===== src/rtl/led_buffer_pwm.sv =====
// LED hold register with PWM brightness, output enable and optional blink.
// Optional blink prescaler is enabled by defining LED_BUFFER_BLINK_EN.
module led_buffer_pwm #(
  parameter int unsigned WIDTH     = 8,
  parameter int unsigned PWM_BITS  = 4,
  parameter int unsigned INVERT    = 1,
  parameter int unsigned BLINK_DIV = 1000000
) (
  input  logic                clk,
  input  logic                rst,
  input  logic [WIDTH-1:0]    data_in,
  input  logic                load,
  input  logic                oe_n,
  input  logic [PWM_BITS-1:0] brightness,
  input  logic [WIDTH-1:0]    blink_mask,
  output logic [WIDTH-1:0]    led_out,
  output logic                period_start
);

  localparam int unsigned PERIOD = (1 << PWM_BITS) - 1;
  localparam logic [PWM_BITS-1:0] CNT_LAST = PWM_BITS'(PERIOD - 1);
  localparam logic [WIDTH-1:0] DARK = {WIDTH{INVERT[0]}};

  logic [WIDTH-1:0]    r_hold;
  logic [PWM_BITS-1:0] r_cnt;
  logic [PWM_BITS-1:0] r_bright;
  logic                r_oe_n;
  logic [WIDTH-1:0]    r_led;
  logic                r_period_start;

  logic                w_wrap;
  logic                w_pwm_on;
  logic [WIDTH-1:0]    w_blink_off;
  logic [WIDTH-1:0]    w_lit;

  assign w_wrap   = (r_cnt == CNT_LAST);
  assign w_pwm_on = (r_cnt < r_bright);

`ifdef LED_BUFFER_BLINK_EN
  localparam int unsigned BW = (BLINK_DIV > 1) ? $clog2(BLINK_DIV) : 1;
  localparam logic [BW-1:0] BLINK_LAST = BW'(BLINK_DIV - 1);

  logic [BW-1:0] r_blink_cnt;
  logic          r_phase;

  // Blink prescaler: phase flips every BLINK_DIV cycles.
  always_ff @(posedge clk) begin
    if (rst) begin
      r_blink_cnt <= '0;
      r_phase     <= 1'b0;
    end else if (r_blink_cnt == BLINK_LAST) begin
      r_blink_cnt <= '0;
      r_phase     <= ~r_phase;
    end else begin
      r_blink_cnt <= r_blink_cnt + BW'(1);
    end
  end

  assign w_blink_off = blink_mask & {WIDTH{r_phase}};
`else
  logic w_unused_blink_mask;
  assign w_unused_blink_mask = ^blink_mask;
  assign w_blink_off = '0;
`endif

  // oe_n is registered so it lines up with the one-edge load latency.
  assign w_lit = r_hold & {WIDTH{w_pwm_on}} & {WIDTH{~r_oe_n}} & ~w_blink_off;

  // Hold register, PWM counter, period-boundary brightness sample.
  always_ff @(posedge clk) begin
    if (rst) begin
      r_hold         <= '0;
      r_cnt          <= '0;
      r_bright       <= '0;
      r_oe_n         <= 1'b1;
      r_led          <= DARK;
      r_period_start <= 1'b0;
    end else begin
      if (load) begin
        r_hold <= data_in;
      end
      if (w_wrap) begin
        r_cnt    <= '0;
        r_bright <= brightness;
      end else begin
        r_cnt <= r_cnt + PWM_BITS'(1);
      end
      r_oe_n         <= oe_n;
      r_led          <= w_lit ^ DARK;
      r_period_start <= (r_cnt == '0);
    end
  end

  assign led_out      = r_led;
  assign period_start = r_period_start;

endmodule


===== config.mk =====
export PLATFORM = sky130hd
export DESIGN_NAME = led_buffer_pwm
export DESIGN_NICKNAME = d
export VERILOG_FILES = /design/src/rtl/led_buffer_pwm.sv
export SDC_FILE = /design/constraint.sdc
export NUM_CORES = 1
export LEC_CHECK = 0
export CAP_MARGIN = 20
export CELL_PAD_IN_SITES_DETAIL_PLACEMENT = 0
export CELL_PAD_IN_SITES_GLOBAL_PLACEMENT = 1
export CORE_ASPECT_RATIO = 0.8
export CORE_UTILIZATION = 30
export CTS_BUF_LIST = sky130_fd_sc_hd__clkbuf_16
export CTS_CLUSTER_DIAMETER = 100
export DETAILED_ROUTE_END_ITERATION = 12
export PLACE_DENSITY_LB_ADDON = 0.1
export RECOVER_POWER = 50
export REMOVE_ABC_BUFFERS = 1
export SLEW_MARGIN = 20
export SYNTH_ARGS = -nofsm -noshare
export SYNTH_HDL_FRONTEND = slang
export SYNTH_SLANG_ARGS = --single-unit

===== constraint.sdc =====
create_clock -name clk -period 1.47 [get_ports clk]
set_clock_uncertainty 0.1 [all_clocks]
set_input_delay 0.2205 -clock clk [delete_from_list [all_inputs] [get_ports clk]]
set_output_delay 0.2205 -clock clk [all_outputs]
set_load 0.01 [all_outputs]

==> flow_metrics.env <==
export IMPL_status="finished clean"
export IMPL_min_to="led_out[5]"
export IMPL_path_buf_inv=1
export IMPL_antenna_found_initial=0
export IMPL_rsz0062_at_grt="false"
export IMPL_cpPeakStageDelay_ns=0.53
export IMPL_clk_insertion_delay_late_ns=0.26
export IMPL_dominantRegCellSynth="dfxtp_1"
export IMPL_synth_adder_area_share_pct=7.70
export IMPL_crit_fanout=1
export IMPL_synth_compound_area_share_pct=11.0
export IMPL_synth_area_top_cells="dfxtp_1 (53%), mux2i_1 (12%), ha_1 (7.7%)"
export IMPL_netSwitchingFraction_pct=20.8
export IMPL_finalCritPeriodShare_pct=96.8
export IMPL_p_sw_uw=312
export IMPL_fp_dieW_um=65.7
export IMPL_arrival_ns=1.10
export IMPL_power_density_nw_per_um2=1060
export IMPL_syn2layout_area_growth_pct=45.7
export IMPL_num_io_pins=33
export IMPL_place_congestion=0.664
export IMPL_gr_total_overflow=0
export IMPL_die_area_um2=3480
export IMPL_fillers=275
export IMPL_hold_buffers=0
export IMPL_ir_drop_mv=0.494
export IMPL_grt_pass1_wl_um=3060
export IMPL_synthMuxAreaShare_pct=12.3
export IMPL_start_util_pct=31.6
export IMPL_drv_slew=0
export IMPL_critPathLaunchType="flip-flop"
export IMPL_cts_buffer_depth=2
export IMPL_synth_edf_count=0
export IMPL_hold_start="r_hold[5]"
export IMPL_synth_top_area_share_pct=53.4
export IMPL_track_usage_pct=12.4
export IMPL_via_per_inst=4.39
export IMPL_cts_inserted_buffers=3
export IMPL_slew_headroom_pct=65.6
export IMPL_p_clk_share_pct=39.5
export IMPL_post_cts_setup_buffers=0
export IMPL_placedCellCount=158
export IMPL_routed_wl_um=1890
export IMPL_synth_most_common_cell="dfxtp_1"
export IMPL_min_delay_path_class="reg -> reg"
export IMPL_grt_pass1_vias=669
export IMPL_hold_viol=0
export IMPL_routedWlPerCell_um=11.7
export IMPL_portBuffers=24
export IMPL_rows=18
export IMPL_syn_area_um2=975
export IMPL_crit_slowest_cell="clkdlybuf4s50_1"
export IMPL_min_period_ns=1.42
export IMPL_async_flop_share_pct=0
export IMPL_worst_pin_slew_ns=0.516
export IMPL_worstReg2RegEnd="led_out[0]"
export IMPL_cts_htree_levels=1
export IMPL_n_antenna_cell=0
export IMPL_synth_xor_area_share_pct=0.899
export IMPL_core_um2=3090
export IMPL_first_pass_iters=4
export IMPL_fp_dieH_um=53.0
export IMPL_drv_cap=0
export IMPL_end_kind="output port"
export IMPL_drt_iter0_markers=6
export IMPL_p_seq_share_pct=49.5
export IMPL_nets=153
export IMPL_root_buffer="clkbuf_16"
export IMPL_syn_instance_count=89
export IMPL_crit_required_ns=1.15
export IMPL_fin_cells=162
export IMPL_p_int_mw=1.19
export IMPL_yosysWarnings=0
export IMPL_synth_cell_types=21
export IMPL_grt_max_degree=15
export IMPL_crit_family="buffers and inverters"
export IMPL_setup_viol=0
export IMPL_combinationalPowerShare_pct=11.0
export IMPL_max_freq_ghz=0.703
export IMPL_ys_seq_area_share_pct=53.4
export IMPL_hpwl_um=1360
export IMPL_ant_nets=0
export IMPL_yosys_top_cells_count="dfxtp_1 (26), mux2i_1 (12), nor2_1 (12), o211ai_1 (8), ha_1 (6)"
export IMPL_power_mw=1.50
export IMPL_synth_largest_area_cell="dfxtp_1"
export IMPL_yosys_register_bits=26
export IMPL_drc=0
export IMPL_p_leak_nw=0.559
export IMPL_clk_pin_slew_ns=0.06
export IMPL_drive_gt1_share_pct=18.0
export IMPL_cts_sinks=26
export IMPL_worstSetupPathType="reg -> out"
export IMPL_syn_area_per_cell_um2=11.0
export IMPL_r2r_start="r_bright[3]"
export IMPL_r2r_cells=5
export IMPL_via_count=711
export IMPL_crit_path_cell_trace="clkdlybuf4s50_1"
export IMPL_cts_tree="yes"
export IMPL_synth_top_family_by_area="multiplexers"
export IMPL_synth_simple_area_share_pct=10.4
export IMPL_r2r_setup_slack_ns=0.08
export IMPL_worst_hold_path_num_cells=1
## final cells by class
cell class,count,area [um^2],area share [%]
well taps,40,50.0,3.52
repair buffers,33,312,21.9
clock buffers,3,75.1,5.29
multi-input cells,53,433,30.5
inverters,6,22.5,1.59
clock inverters,1,3.75,0.264
flip-flops and latches,26,524,36.9
## layer usage
metal,GRT usage (%),up-vias,part of all wire (%)
met3,5.17,2,5.6
met2,20.7,16,44
met1,14.5,324,50
met4,3.26,0,0.74
li1,-,369,-
met5,0,-,0
## flip-flops by register name (all words and copies together) (netlist names)
signal and count:
led_out 8, r_bright 4, r_cnt 4, r_hold 8, period_start 1, r_oe_n 1
## worst max-delay path by stage
stage	from	endpoint	slack (ns)	depth (start not counted)
2_1_floorplan	r_bright[3]	led_out[0]	-0.05	4
3_3_place_gp	r_bright[3]	led_out[6]	-0.09	5
3_5_place_dp	r_bright[3]	led_out[3]	-0.10	5
4_1_cts	r_bright[3]	led_out[3]	0.01	5
5_1_grt	led_out[0]	led_out[0]	0.002	1
6_report	led_out[0]	led_out[0]	0.05	1
## what timing repair did
item	in CTS	in global routing
pin swaps	0	1
resized for setup	4	5
hold endpoints to repair	0	0
endpoints found under the setup margin	8	12
## power by group through the flow
stage | Combinational, mW | Sequential (mW) | Clock [mW]
6_report | 0.165 | 0.743 | 0.592
2_1_floorplan | 0.0587 | 0.763 | 0
3_3_place_gp | 0.167 | 0.758 | 0
5_1_grt | 0.184 | 0.746 | 0.638
3_5_place_dp | 0.170 | 0.759 | 0
4_1_cts | 0.171 | 0.743 | 0.613
## logic make-up after synthesis
logic type | Yosys count
buffers and inverters | 10
muxes | 12
DFF | 26
AOI/OAI and AO/OA | 13
adders and majority gates | 6
xor gates and xnor gates | 1
and+or+nand+nor | 21
## placed cells by master (no fill, tap or decap), drive strengths merged
cell type,n
dfxtp,26
clkdlybuf4s50,23
mux2i,12
nor2,12
o211ai,8
buf,6
inv,6
ha,6
clkbuf,5
a21oi,3
nor3,2
and3,1
xnor2,1
nor3b,1
nand2,1
nand2b,1
a2111oi,1
or4,1
o21ai,1
or2,1
nor4b,1
clkinv,1
dlygate4sd3,1
dlymetal6s2s,1
## stage by stage
stage / utilization [%] / setup slack, ns / hold WS (ns) / cell area [um^2] / TNS [ns]
floorplan: - / -0.0501 / 0.190 / 956 / -0.401
global placement: 43.0 / -0.0868 / 0.293 / 1330 / -0.680
detailed placement: 43.0 / -0.104 / 0.295 / 1330 / -0.780
CTS: 46.0 / 0.0130 / 0.307 / 1420 / 0
global route: 46.0 / 0.00169 / 0.319 / 1420 / 0
finish: 46.0 / 0.0465 / 0.307 / 1420 / 0
Note: power is estimated with default switching activity, not from simulation.
